==> config.mk <==
export PLATFORM = sky130hd
export DESIGN_NAME = uart_seq_ctrl_flat
export DESIGN_NICKNAME = d
export VERILOG_FILES = /design/src/rtl/uart_seq_ctrl_if.sv /design/src/rtl/uart_seq_ctrl.sv /design/src/flat_wrapper.sv
export SDC_FILE = /design/constraint.sdc
export NUM_CORES = 1
export LEC_CHECK = 0
export CAP_MARGIN = 20
export CORE_MARGIN = 2
export CORE_UTILIZATION = 25
export DETAILED_ROUTE_END_ITERATION = 8
export GPL_ROUTABILITY_DRIVEN = 0
export PLACE_DENSITY_LB_ADDON = 0.3
export SETUP_SLACK_MARGIN = 0.4
export SLEW_MARGIN = 20
export SYNTH_ARGS = -nofsm -noshare
export SYNTH_HDL_FRONTEND = slang
export SYNTH_SLANG_ARGS = --single-unit
==> constraint.sdc <==
create_clock -name sys_clk_i -period 1.3 [get_ports sys_clk_i]
set_input_delay 0.26 -clock sys_clk_i [delete_from_list [all_inputs] [get_ports sys_clk_i]]
set_output_delay 0.26 -clock sys_clk_i [all_outputs]
set_load 0.01 [all_outputs]
==> src/rtl/uart_seq_ctrl_if.sv <==
// Bundles the requester-side and UART-side handshake signals of uart_seq_ctrl.
// master: the sequencing controller; slave: requesters plus UART model.
interface uart_seq_ctrl_if;
    logic       req0;
    logic       req1;
    logic [7:0] data0;
    logic [7:0] data1;
    logic       ack0;
    logic       ack1;
    logic [8:0] rdata;
    logic [3:0] err;
    logic       busy;
    logic       gnt;

    logic       u_write;
    logic       u_new_tx;
    logic       u_start_tx;
    logic       u_new_rx;
    logic       u_receive;
    logic [7:0] u_data;
    logic       u_pready_w;
    logic       u_pready_r;
    logic       u_rx_ready;
    logic       u_oe;
    logic       u_be;
    logic       u_fe;
    logic [8:0] u_data_out;

    modport master (
        input  req0, req1, data0, data1,
        input  u_pready_w, u_pready_r, u_rx_ready, u_oe, u_be, u_fe, u_data_out,
        output ack0, ack1, rdata, err, busy, gnt,
        output u_write, u_new_tx, u_start_tx, u_new_rx, u_receive, u_data
    );

    modport slave (
        output req0, req1, data0, data1,
        output u_pready_w, u_pready_r, u_rx_ready, u_oe, u_be, u_fe, u_data_out,
        input  ack0, ack1, rdata, err, busy, gnt,
        input  u_write, u_new_tx, u_start_tx, u_new_rx, u_receive, u_data
    );
endinterface

==> src/rtl/uart_seq_ctrl.sv <==
// Round-robin two-requester UART transfer sequencer (IDLE/LOAD/START/RECV/DONE).
// Define UART_SEQ_TIMEOUT_EN to bound each handshake wait to Timeout cycles.
module uart_seq_ctrl #(
    parameter int unsigned Timeout = 4096
) (
    input logic             sys_clk_i,
    input logic             rst_ni,
    uart_seq_ctrl_if.master bus_io
);

    if (Timeout < 2 || Timeout > 65535) begin : g_bad_timeout
        $error("uart_seq_ctrl: Timeout must lie in 2..65535");
    end

    typedef enum logic [2:0] {StIdle, StLoad, StStart, StRecv, StDone} state_e;

    state_e     state_q;
    logic       rr_q;  // last requester served; resets to 1 so requester 0 wins first contention
    logic       gnt_q;
    logic       ack0_q, ack1_q, busy_q;
    logic       write_q, new_tx_q, start_tx_q, new_rx_q, receive_q;
    logic [7:0] u_data_q;
    logic [8:0] rdata_q;
    logic [3:0] err_q;
    logic       pick;

    always_comb begin
        if (bus_io.req0 && bus_io.req1) pick = ~rr_q;
        else                            pick = bus_io.req1;
    end

`ifdef UART_SEQ_TIMEOUT_EN
    logic [15:0] cnt_q;
    logic        hs;
    logic        tmo;

    // Non-wait states count as "handshake present" so the counter stays cleared there.
    always_comb begin
        hs = 1'b1;
        unique case (state_q)
            StLoad:  hs = bus_io.u_pready_w;
            StStart: hs = bus_io.u_rx_ready;
            StRecv:  hs = bus_io.u_pready_r;
            default: hs = 1'b1;
        endcase
    end

    assign tmo = !hs && (cnt_q == 16'(Timeout - 1));

    always_ff @(posedge sys_clk_i or negedge rst_ni) begin
        if (!rst_ni)        cnt_q <= '0;
        else if (hs || tmo) cnt_q <= '0;
        else                cnt_q <= cnt_q + 16'd1;
    end
`endif

    always_ff @(posedge sys_clk_i or negedge rst_ni) begin
        if (!rst_ni) begin
            state_q    <= StIdle;
            rr_q       <= 1'b1;
            gnt_q      <= 1'b0;
            ack0_q     <= 1'b0;
            ack1_q     <= 1'b0;
            busy_q     <= 1'b0;
            write_q    <= 1'b0;
            new_tx_q   <= 1'b0;
            start_tx_q <= 1'b0;
            new_rx_q   <= 1'b0;
            receive_q  <= 1'b0;
            u_data_q   <= '0;
            rdata_q    <= '0;
            err_q      <= '0;
        end else begin
            new_tx_q <= 1'b0;
            new_rx_q <= 1'b0;
            ack0_q   <= 1'b0;
            ack1_q   <= 1'b0;
`ifdef UART_SEQ_TIMEOUT_EN
            if (tmo) begin
                state_q    <= StDone;
                write_q    <= 1'b0;
                start_tx_q <= 1'b0;
                receive_q  <= 1'b0;
                rdata_q    <= '0;
                err_q      <= 4'b1000;
                ack0_q     <= ~gnt_q;
                ack1_q     <= gnt_q;
            end else
`endif
            begin
                unique case (state_q)
                    StIdle: begin
                        if (bus_io.req0 || bus_io.req1) begin
                            gnt_q    <= pick;
                            rr_q     <= pick;
                            u_data_q <= pick ? bus_io.data1 : bus_io.data0;
                            busy_q   <= 1'b1;
                            write_q  <= 1'b1;
                            new_tx_q <= 1'b1;
                            state_q  <= StLoad;
                        end
                    end
                    StLoad: begin
                        if (bus_io.u_pready_w) begin
                            write_q    <= 1'b0;
                            start_tx_q <= 1'b1;
                            state_q    <= StStart;
                        end
                    end
                    StStart: begin
                        if (bus_io.u_rx_ready) begin
                            start_tx_q <= 1'b0;
                            new_rx_q   <= 1'b1;
                            receive_q  <= 1'b1;
                            state_q    <= StRecv;
                        end
                    end
                    StRecv: begin
                        if (bus_io.u_pready_r) begin
                            receive_q <= 1'b0;
                            rdata_q   <= bus_io.u_data_out;
                            err_q     <= {1'b0, bus_io.u_oe, bus_io.u_be, bus_io.u_fe};
                            ack0_q    <= ~gnt_q;
                            ack1_q    <= gnt_q;
                            state_q   <= StDone;
                        end
                    end
                    StDone: begin
                        busy_q  <= 1'b0;
                        state_q <= StIdle;
                    end
                    default: state_q <= StIdle;
                endcase
            end
        end
    end

    assign bus_io.ack0       = ack0_q;
    assign bus_io.ack1       = ack1_q;
    assign bus_io.rdata      = rdata_q;
    assign bus_io.err        = err_q;
    assign bus_io.busy       = busy_q;
    assign bus_io.gnt        = gnt_q;
    assign bus_io.u_write    = write_q;
    assign bus_io.u_new_tx   = new_tx_q;
    assign bus_io.u_start_tx = start_tx_q;
    assign bus_io.u_new_rx   = new_rx_q;
    assign bus_io.u_receive  = receive_q;
    assign bus_io.u_data     = u_data_q;

endmodule

==> src/flat_wrapper.sv <==
// flat-port wrapper written by rule: the top's interface ports become plain ports
module uart_seq_ctrl_flat 
#(
    parameter int unsigned Timeout = 4096
)
  (sys_clk_i, rst_ni, bus_io_req0, bus_io_req1, bus_io_data0, bus_io_data1, bus_io_u_pready_w, bus_io_u_pready_r, bus_io_u_rx_ready, bus_io_u_oe, bus_io_u_be, bus_io_u_fe, bus_io_u_data_out, bus_io_ack0, bus_io_ack1, bus_io_rdata, bus_io_err, bus_io_busy, bus_io_gnt, bus_io_u_write, bus_io_u_new_tx, bus_io_u_start_tx, bus_io_u_new_rx, bus_io_u_receive, bus_io_u_data);
  uart_seq_ctrl_if bus_io_i ();
  input logic sys_clk_i;
  input logic rst_ni;
  input wire logic [$bits(bus_io_i.req0)-1:0] bus_io_req0;
  input wire logic [$bits(bus_io_i.req1)-1:0] bus_io_req1;
  input wire logic [$bits(bus_io_i.data0)-1:0] bus_io_data0;
  input wire logic [$bits(bus_io_i.data1)-1:0] bus_io_data1;
  input wire logic [$bits(bus_io_i.u_pready_w)-1:0] bus_io_u_pready_w;
  input wire logic [$bits(bus_io_i.u_pready_r)-1:0] bus_io_u_pready_r;
  input wire logic [$bits(bus_io_i.u_rx_ready)-1:0] bus_io_u_rx_ready;
  input wire logic [$bits(bus_io_i.u_oe)-1:0] bus_io_u_oe;
  input wire logic [$bits(bus_io_i.u_be)-1:0] bus_io_u_be;
  input wire logic [$bits(bus_io_i.u_fe)-1:0] bus_io_u_fe;
  input wire logic [$bits(bus_io_i.u_data_out)-1:0] bus_io_u_data_out;
  output wire logic [$bits(bus_io_i.ack0)-1:0] bus_io_ack0;
  output wire logic [$bits(bus_io_i.ack1)-1:0] bus_io_ack1;
  output wire logic [$bits(bus_io_i.rdata)-1:0] bus_io_rdata;
  output wire logic [$bits(bus_io_i.err)-1:0] bus_io_err;
  output wire logic [$bits(bus_io_i.busy)-1:0] bus_io_busy;
  output wire logic [$bits(bus_io_i.gnt)-1:0] bus_io_gnt;
  output wire logic [$bits(bus_io_i.u_write)-1:0] bus_io_u_write;
  output wire logic [$bits(bus_io_i.u_new_tx)-1:0] bus_io_u_new_tx;
  output wire logic [$bits(bus_io_i.u_start_tx)-1:0] bus_io_u_start_tx;
  output wire logic [$bits(bus_io_i.u_new_rx)-1:0] bus_io_u_new_rx;
  output wire logic [$bits(bus_io_i.u_receive)-1:0] bus_io_u_receive;
  output wire logic [$bits(bus_io_i.u_data)-1:0] bus_io_u_data;
  assign bus_io_i.req0 = bus_io_req0;
  assign bus_io_i.req1 = bus_io_req1;
  assign bus_io_i.data0 = bus_io_data0;
  assign bus_io_i.data1 = bus_io_data1;
  assign bus_io_i.u_pready_w = bus_io_u_pready_w;
  assign bus_io_i.u_pready_r = bus_io_u_pready_r;
  assign bus_io_i.u_rx_ready = bus_io_u_rx_ready;
  assign bus_io_i.u_oe = bus_io_u_oe;
  assign bus_io_i.u_be = bus_io_u_be;
  assign bus_io_i.u_fe = bus_io_u_fe;
  assign bus_io_i.u_data_out = bus_io_u_data_out;
  assign bus_io_ack0 = bus_io_i.ack0;
  assign bus_io_ack1 = bus_io_i.ack1;
  assign bus_io_rdata = bus_io_i.rdata;
  assign bus_io_err = bus_io_i.err;
  assign bus_io_busy = bus_io_i.busy;
  assign bus_io_gnt = bus_io_i.gnt;
  assign bus_io_u_write = bus_io_i.u_write;
  assign bus_io_u_new_tx = bus_io_i.u_new_tx;
  assign bus_io_u_start_tx = bus_io_i.u_start_tx;
  assign bus_io_u_new_rx = bus_io_i.u_new_rx;
  assign bus_io_u_receive = bus_io_i.u_receive;
  assign bus_io_u_data = bus_io_i.u_data;
  uart_seq_ctrl #(.Timeout(Timeout)) u_core (.sys_clk_i(sys_clk_i), .rst_ni(rst_ni), .bus_io(bus_io_i));
endmodule
==> flow_summary_export.csv, run 1 <==
group,metric,value,unit
status,status,"complete, but fails checks",
status,violations,"setup timing",
clocking,clock_sinks,33,
route,first_pass_iters,3,
global_routing,grt-ovfl-total,0,
yosys,synth_top_cells_by_count,"dfrtp_1 (32), a2bb2oi_1 (8), o32ai_1 (8)",
floorplanning,die-width,78.4,um
clocking,cts_root_buf,"clkbuf_8",
worst_setup_path,worstPathRequired,1.47,ns
layout,nets,239,
route,drc,0,
route,num_vias,1232,
timing,clock-skew-final,0.00631,ns
worst_setup_path,rrSetupSlack,-0.05,ns
clocking,insertion_delay,0.28,ns
global_routing,grt_max_degree,34,
clocking,clockBufferDepth,2,
global_routing,grt_pass1_wl,6070,um
route,ant_nets,0,
global_routing,grt_pass1_vias,1281,
timing,fin_crit_sh,104,%
clocking,ctsHoldBuffers,0,
clocking,cts_max_level,2,
floorplanning,ios,65,
layout,drive_gt1_share,54.1,%
yosys,yosysMostFrequentCell,"dfrtp_1",
clocking,cts_made_buffers,5,
yosys,ys_seq_area_share,59.8,%
yosys,ys.flop_type,"dfrtp_1",
floorplanning,die_h,78.4,um
worst_setup_path,r2r_start,"u_core.state_q[2]$_DFFE_PN0P_",
global_routing,antenna_found_initial,0,
timing,hold_viol_final,0,
run,drv_cap,0,
timing,holdWs,0.343,ns
worst_setup_path,crit_type,"register to register",
worst_setup_path,critPathCapture,"u_core.bus_io.rdata[4]$_DFFE_PN0P_",
yosys,synthCells,102,
yosys,synth.area.top_cells,"dfrtp_1 (58%), mux2_4 (6.5%), mux2_2 (5.7%), a2bb2oi_1 (5.1%), o32ai_1 (5.1%)",
route,wl_per_cell,13.7,um
timing,rsz0062_at_grt,"true",
floorplanning,die_area,6140,um^2
power_and_ir_drop,power_density,2280,nW/um^2
yosys,avgSynthCellArea,13.6,um^2
floorplanning,rows,27,
worst_setup_path,crit_path_end_kind,"register",
global_routing,grt_usage,12.6,%
layout,antenna_cells,0,
floorplanning,initial_utilization,25.4,%
power_and_ir_drop,worst_ir_drop_vdd,0.000946,V
power_and_ir_drop,p_leak,1.13,nW
timing,maxSlewViolCount,0,
clocking,cts_tree,"built",
worst_setup_path,cp_data_arrival_time,1.51,ns
yosys,netlist.area_leader.share,57.9,%
route,first_iter_violations,21,
timing,fin_ws,-0.0461,ns
min_path,min_path_type,"input port to async pin",
clocking,clkTransAtPathRegs,0.07,ns
route,wl,3800,um
placement,portBuffers,63,
layout,area_growth,81.0,%
timing,period_needed,1.35,ns
yosys,synth_enable_flop_cells,0,
yosys,yosys_warnings,0,
timing,setup_violations,12,
worst_setup_path,cp-startpoint,"u_core.state_q[2]$_DFFE_PN0P_",
yosys,async_reset_ff_share,100,%
route,drt-vias-per-instance,4.45,
yosys,ys_types,31,
placement,dp_slack,-0.340,ns
yosys,ys_ff_latch,33,
floorplanning,core-area,5440,um^2
worst_setup_path,r2r_cells,3,
yosys,yosysTopAreaCell,"dfrtp_1",
placement,hpwl,2440,um
yosys,syn-cell-area,1380,um^2
worst_setup_path,critPathMaxFanout,8,
timing,fmax,743,MHz
layout,fill_cells,504,
yosys,syn-num-nets,137,
worst_setup_path,regToRegEndpoint,"u_core.bus_io.rdata[4]$_DFFE_PN0P_",
worst_setup_path,start_kind,"register",
## layer usage
layer	vias to the layer above	wire length, um	track usage [%]
li1	580	-	-
met1	594	1590	14.8
met2	53	1840	21.6
met3	5	321	4.83
met4	0	42	3.16
met5	-	0	0
## worst min-delay path by stage
stage / start / to / depth (start not counted)
3_5_place_dp: u_core.bus_io.gnt$_DFFE_PN0P_ / u_core.bus_io.ack0$_DFF_PN0_ / 1
6_report: rst_ni / u_core.bus_io.u_data[6]$_DFFE_PN0P_ / 2
3_3_place_gp: u_core.bus_io.gnt$_DFFE_PN0P_ / u_core.bus_io.ack0$_DFF_PN0_ / 1
5_1_grt: rst_ni / u_core.bus_io.u_data[6]$_DFFE_PN0P_ / 2
2_1_floorplan: rst_ni / u_core.bus_io.ack0$_DFF_PN0_ / 0
4_1_cts: rst_ni / u_core.bus_io.u_start_tx$_DFFE_PN0P_ / 2
## metrics by stage
step / setup TNS, ns / cell area (um^2) / instances / total power [W] / utilization, %
floorplan: -0.180 / 1400 / 102 / 0.00301 / -
detailed placement: -6.52 / 2170 / 243 / 0.00427 / 40.0
global route: -1.55 / 2500 / 277 / 0.00609 / 46.0
CTS: -0.503 / 2280 / 265 / 0.00509 / 41.9
finish: -0.513 / 2500 / 277 / 0.00570 / 46.0
global placement: -5.45 / 2170 / 243 / 0.00421 / 40.0
## logic make-up after synthesis
family / synth area share, %
mux: 12.9
simple gates: 5.43
compound gates: 17.3
buf+inv: 4.25
flops: 59.8
other cells: 0.271
## layout by cell type (no fill, tap or decap), drive strengths merged, types with 4 or more instances in the layout
cell type,n
a21oi,4
a2bb2oi,8
buf,66
clkbuf,8
clkdlybuf4s50,31
dfrtp,32
inv,4
mux2,13
nor2,4
o32ai,8
## critical path, cell delays in order, from the launching register on
cell and delay, ns:
dfrtp_1 0.42, and2b_2 0.29, nand3_4 0.17, mux2_4 0.33
## state kept, by name, summed over array words and instances, names as in the netlist, 3 cells and up
signal / flops
u_core.bus_io.err: 3
u_core.bus_io.rdata: 9
u_core.bus_io.u_data: 8
u_core.state_q: 3
## where the power goes
part           switching [W]  leakage, nW  internal [W]
logic                0.00121        0.704       0.00190
clock network       0.000360       0.0455      0.000432
registers           0.000289        0.383       0.00152
total                0.00186         1.13       0.00384
## final cells by class
| class | instances | area, um^2 | area share (%) |
|---|---|---|---|
| clock buffers | 8 | 90.1 | 3.60 |
| inverters | 4 | 15.0 | 0.600 |
| multi-input cells | 60 | 653 | 26.1 |
| flip-flops and latches | 33 | 827 | 33.0 |
| well taps | 72 | 90.1 | 3.60 |
| repair buffers | 100 | 827 | 33.0 |
## timing repair
item / 4_1_cts / 5_1_grt
pin swaps: 0 / 1
gates cloned: 2 / 0
resized for setup: 128 / 26
endpoints found under the setup margin: 62 / 62
buffers inserted: 12 / 12
No activity file was read; power rests on OpenSTA's default activity.
==> inputs of run 2 (changes only) <==
--- a/config.mk
+++ b/config.mk
@@ -11,6 +11,7 @@
 export DETAILED_ROUTE_END_ITERATION = 8
 export GPL_ROUTABILITY_DRIVEN = 0
 export PLACE_DENSITY_LB_ADDON = 0.3
+export REMOVE_ABC_BUFFERS = 1
 export SETUP_SLACK_MARGIN = 0.4
 export SLEW_MARGIN = 20
 export SYNTH_ARGS = -nofsm -noshare
==> flow_summary_export.csv, run 2 (synthesized netlist as in run 1, its figures left out) <==
group,metric,value,unit
floorplanning,die_h,78.4,um
power_and_ir_drop,pwr-share-comb,55.6,%
timing,hold_viol_final,0,
floorplanning,ios,65,
route,wl_met3,319,um
worst_setup_path,cp_data_arrival_time,1.48,ns
timing,rsz0062_at_grt,"true",
route,ant_nets,0,
placement,portBuffers,63,
power_and_ir_drop,netSwitchingPower,0.00198,W
floorplanning,die_area,6140,um^2
power_and_ir_drop,pwr-share-seq,31.3,%
placement,dpl-instance-area,2150,um^2
power_and_ir_drop,p_total,0.00589,W
timing,fmax,758,MHz
worst_setup_path,crit_path_end_kind,"register",
global_routing,grt_max_degree,34,
route,num_vias,1240,
layout,nets,237,
layout,fin_area,2570,um^2
route,first_pass_iters,3,
clocking,insertion_delay,0.28,ns
power_and_ir_drop,switching_share,33.7,%
timing,fin_ws,-0.0188,ns
floorplanning,core-area,5440,um^2
clocking,cts_tree,"built",
floorplanning,initial_utilization,25.4,%
route,wl_met1,1800,um
clocking,clockBufferDepth,2,
timing,setup_violations,6,
route,drc,0,
route,wl,4230,um
route,first_iter_violations,13,
global_routing,grt-ovfl-total,0,
route,wl_per_cell,15.4,um
global_routing,grt_pass1_vias,1347,
worst_setup_path,worstPathRequired,1.47,ns
timing,fin_crit_sh,101,%
route,met2_length,2080,um
timing,period_needed,1.32,ns
global_routing,grt_usage,13.4,%
status,violations,"setup timing",
power_and_ir_drop,p_int,0.00390,W
clocking,cts_root_buf,"clkbuf_8",
global_routing,grt_pass1_wl,6480,um
route,drt-vias-per-instance,4.51,
global_routing,antenna_found_initial,1,
power_and_ir_drop,p_leak,1.15,nW
clocking,clkTransAtPathRegs,0.06,ns
layout,largest_register_ffs,9,
clocking,cts_made_buffers,5,
layout,layout_common_cells,"clkdlybuf4s50_1 (31), dfrtp_1 (31), buf_2 (24)",
min_path,min_path_type,"input port to async pin",
power_and_ir_drop,power_frac_clock,13.1,%
timing,clock-skew-final,0.00606,ns
timing,maxSlewViolCount,0,
floorplanning,die-width,78.4,um
worst_setup_path,critPathMaxFanout,8,
worst_setup_path,start_kind,"register",
layout,area_growth,86.2,%
route,highest_layer,"met4",
placement,hpwl,2640,um
power_and_ir_drop,worst_ir_drop_vdd,0.000954,V
clocking,clock_sinks,33,
clocking,cts_max_level,2,
floorplanning,rows,27,
power_and_ir_drop,power_density,2290,nW/um^2
worst_setup_path,crit_type,"register to register",
run,drv_cap,0,
status,status,"complete, but fails checks",
layout,drive_gt1_share,58.9,%
## run 2: area by class of cell
type / count / area (um^2)
antenna: 1 / 2.50
clock buffer: 7 / 86.3
fill: 510 / 2870
inverter: 4 / 15.0
multi-input combinational: 61 / 726
sequential: 33 / 828
tap: 72 / 90.1
timing repair buffer: 97 / 826
## run 2: path summary, 6_finish.rpt
| path | from | depth (start not counted) | slack [ns] | end |
|---|---|---|---|---|
| max | u_core.state_q[2]$_DFFE_PN0P_ | 3 | -0.02 | u_core.bus_io.err[0]$_DFFE_PN0P_ |
| min reg2reg | u_core.bus_io.rdata[5]$_DFFE_PN0P_ | 1 | 0.51 | u_core.bus_io.rdata[5]$_DFFE_PN0P_ |
| min in group sys_clk_i | u_core.bus_io.rdata[5]$_DFFE_PN0P_ | 1 | 0.51 | u_core.bus_io.rdata[5]$_DFFE_PN0P_ |
| min | rst_ni | 2 | 0.35 | u_core.bus_io.ack1$_DFF_PN0_ |
| max reg2reg | u_core.state_q[2]$_DFFE_PN0P_ | 3 | -0.02 | u_core.bus_io.err[0]$_DFFE_PN0P_ |
| max in group asynchronous | rst_ni | 2 | 0.71 | u_core.rr_q$_DFFE_PN1P_ |
## run 2: per-layer routing
layer	track usage, %	up-vias
met5	0	-
met4	2.63	0
met3	5.52	5
met2	22.2	54
met1	16.7	602
li1	-	579
## run 2: worst max-delay path: stages (launching register included)
cell and delay (ns):
dfrtp_1 0.39, and2b_4 0.31, nand3_4 0.17, mux2_4 0.34
## run 2: power groups by stage
| stage | Combinational, W | Sequential (W) | Clock (W) |
|---|---|---|---|
| after floorplan | 0.000900 | 0.00201 | 0 |
| after global placement | 0.00242 | 0.00180 | 0 |
| after detailed placement | 0.00247 | 0.00182 | 0 |
| after CTS | 0.00262 | 0.00180 | 0.000802 |
| after global routing | 0.00353 | 0.00191 | 0.000855 |
| final | 0.00328 | 0.00184 | 0.000769 |
## run 2: per-stage QoR
| step | cells | setup slack (ns) | utilization, % | TNS, ns | hold slack [ns] |
|---|---|---|---|---|---|
| floorplan | 95 | -0.563 | - | -6.85 | -0.0356 |
| global placement | 241 | -0.270 | 39.6 | -5.58 | 0.452 |
| detailed placement | 241 | -0.430 | 39.6 | -6.95 | 0.450 |
| CTS | 265 | -0.0327 | 42.4 | -0.249 | 0.347 |
| global route | 275 | -0.0694 | 47.3 | -0.627 | 0.348 |
| finish | 275 | -0.0188 | 47.3 | -0.0969 | 0.347 |
## run 2: repair_timing
action                                  in CTS  in global routing
cloned                                       2                  1
endpoints found under the setup margin      62                 62
setup buffers                               15                  8
gates resized for setup                    141                 38
pin swaps                                    8                  6
hold buffers                                 0                  0
==> inputs of run 3 (changes only) <==
--- a/config.mk
+++ b/config.mk
@@ -8,6 +8,7 @@
 export CAP_MARGIN = 20
 export CORE_MARGIN = 2
 export CORE_UTILIZATION = 25
+export CTS_BUF_LIST = sky130_fd_sc_hd__clkbuf_8 sky130_fd_sc_hd__clkbuf_16
 export DETAILED_ROUTE_END_ITERATION = 8
 export GPL_ROUTABILITY_DRIVEN = 0
 export PLACE_DENSITY_LB_ADDON = 0.3
==> flow_summary_export.csv, run 3 (synthesized netlist as in run 1, its figures left out) <==
group,metric,value,unit
route,first_iter_violations,13,
worst_setup_path,r2r_cells,3,
route,first_pass_iters,4,
layout,nets,237,
global_routing,grt_pass1_vias,1347,
power_and_ir_drop,netSwitchingPower,0.00198,W
floorplanning,die-width,78.4,um
route,num_vias,1244,
worst_setup_path,crit_path_end_kind,"register",
clocking,cts_max_level,2,
layout,final_cells,275,
worst_setup_path,critPathMaxFanout,8,
floorplanning,initial_utilization,25.4,%
worst_setup_path,cp_data_arrival_time,1.49,ns
power_and_ir_drop,switching_share,33.7,%
layout,fill_cells,507,
timing,fin_crit_sh,102,%
global_routing,antenna_found_initial,1,
clocking,clockBufferDepth,2,
global_routing,grt-ovfl-total,0,
clocking,cts_root_buf,"clkbuf_8",
status,violations,"setup timing",
timing,clock-skew-final,0.00595,ns
layout,area_growth,86.2,%
timing,setup_violations,7,
layout,largest_register_ffs,9,
placement,placed_cells,241,
floorplanning,core-area,5440,um^2
floorplanning,rows,27,
timing,fmax,757,MHz
power_and_ir_drop,pwr-share-seq,31.4,%
global_routing,grt_pass1_wl,6480,um
route,drc,0,
clocking,insertion_delay,0.28,ns
placement,portBuffers,63,
route,drt-vias-per-instance,4.52,
floorplanning,die_h,78.4,um
placement,hpwl,2640,um
clocking,clock_sinks,33,
worst_setup_path,worstPathRequired,1.47,ns
min_path,min_path_type,"input port to async pin",
floorplanning,die_area,6140,um^2
placement,dpl-instance-area,2150,um^2
timing,rsz0062_at_grt,"true",
timing,period_needed,1.32,ns
worst_setup_path,start_kind,"register",
layout,fin_area,2570,um^2
timing,hold_viol_final,0,
layout,layout_common_cells,"clkdlybuf4s50_1 (31), dfrtp_1 (31), buf_2 (24)",
global_routing,grt_usage,13.4,%
power_and_ir_drop,power_density,2280,nW/um^2
worst_setup_path,crit_type,"register to register",
timing,fin_ws,-0.0210,ns
run,drv_cap,0,
power_and_ir_drop,p_int,0.00390,W
clocking,clkTransAtPathRegs,0.06,ns
clocking,ctsHoldBuffers,0,
global_routing,grt_max_degree,34,
route,wl,4190,um
clocking,cts_made_buffers,5,
timing,maxSlewViolCount,0,
power_and_ir_drop,p_leak,1.15,nW
route,ant_nets,0,
power_and_ir_drop,pwr-share-comb,55.7,%
route,wl_per_cell,15.2,um
status,status,"complete, but fails checks",
layout,drive_gt1_share,58.9,%
floorplanning,ios,65,
power_and_ir_drop,worst_ir_drop_vdd,0.000946,V
clocking,cts_tree,"built",
power_and_ir_drop,power_frac_clock,13.0,%
[run 3: worst max-delay path: stages (launching register included)]
cell and delay [ns]:
dfrtp_1 0.39, and2b_4 0.31, nand3_4 0.17, mux2_4 0.34
[run 3: final cells by class]
cell class,instances,area (um^2),share of cell area (%)
multi-input cells,61,726,28.2
flip-flops and latches,33,828,32.2
diodes,1,2.50,0.0972
well taps,72,90.1,3.50
clock buffers,6,82.6,3.21
clock inverters,1,3.75,0.146
inverters,4,15.0,0.583
repair buffers,97,826,32.1
[run 3: metrics by stage]
stage          power, W  setup WS, ns  utilization [%]  TNS [ns]  hold slack [ns]
2_1_floorplan   0.00291        -0.563                -     -6.85          -0.0356
3_3_place_gp    0.00421        -0.270             39.6     -5.58            0.452
3_5_place_dp    0.00428        -0.430             39.6     -6.95            0.450
4_1_cts         0.00521       -0.0327             42.4    -0.248            0.347
5_1_grt         0.00627       -0.0682             47.3    -0.589            0.348
6_report        0.00588       -0.0210             47.3    -0.108            0.347
[run 3: power groups by stage]
stage / sequential (W) / combinational (W) / clock, W
final: 0.00184 / 0.00327 / 0.000763
after global routing: 0.00191 / 0.00351 / 0.000849
after CTS: 0.00180 / 0.00262 / 0.000795
after detailed placement: 0.00182 / 0.00247 / 0
after global placement: 0.00180 / 0.00242 / 0
after floorplan: 0.00201 / 0.000900 / 0
[run 3: layer usage]
layer	part of all wire, %	up-vias	routed length, um	global-route usage [%]
met3	7.8	5	326	5.52
met5	0	-	0	0
met4	0.72	0	30	2.63
met1	43	603	1800	16.7
met2	49	56	2030	22.2
li1	-	580	-	-
[run 3: worst paths after layout]
path,startpoint,to,slack (ns)
max in group asynchronous,rst_ni,u_core.rr_q$_DFFE_PN1P_,0.71
max,u_core.state_q[2]$_DFFE_PN0P_,u_core.bus_io.err[0]$_DFFE_PN0P_,-0.02
min,rst_ni,u_core.bus_io.gnt$_DFFE_PN0P_,0.35
max reg2reg,u_core.state_q[2]$_DFFE_PN0P_,u_core.bus_io.err[0]$_DFFE_PN0P_,-0.02
min reg2reg,u_core.bus_io.rdata[5]$_DFFE_PN0P_,u_core.bus_io.rdata[5]$_DFFE_PN0P_,0.51
min in group sys_clk_i,u_core.bus_io.rdata[5]$_DFFE_PN0P_,u_core.bus_io.rdata[5]$_DFFE_PN0P_,0.51
[run 3: what timing repair did]
item | 4_1_cts | 5_1_grt
pin swaps | 8 | 6
resized for setup | 141 | 38
setup buffers | 15 | 8
gates cloned | 2 | 1
endpoints found under the setup margin | 62 | 62
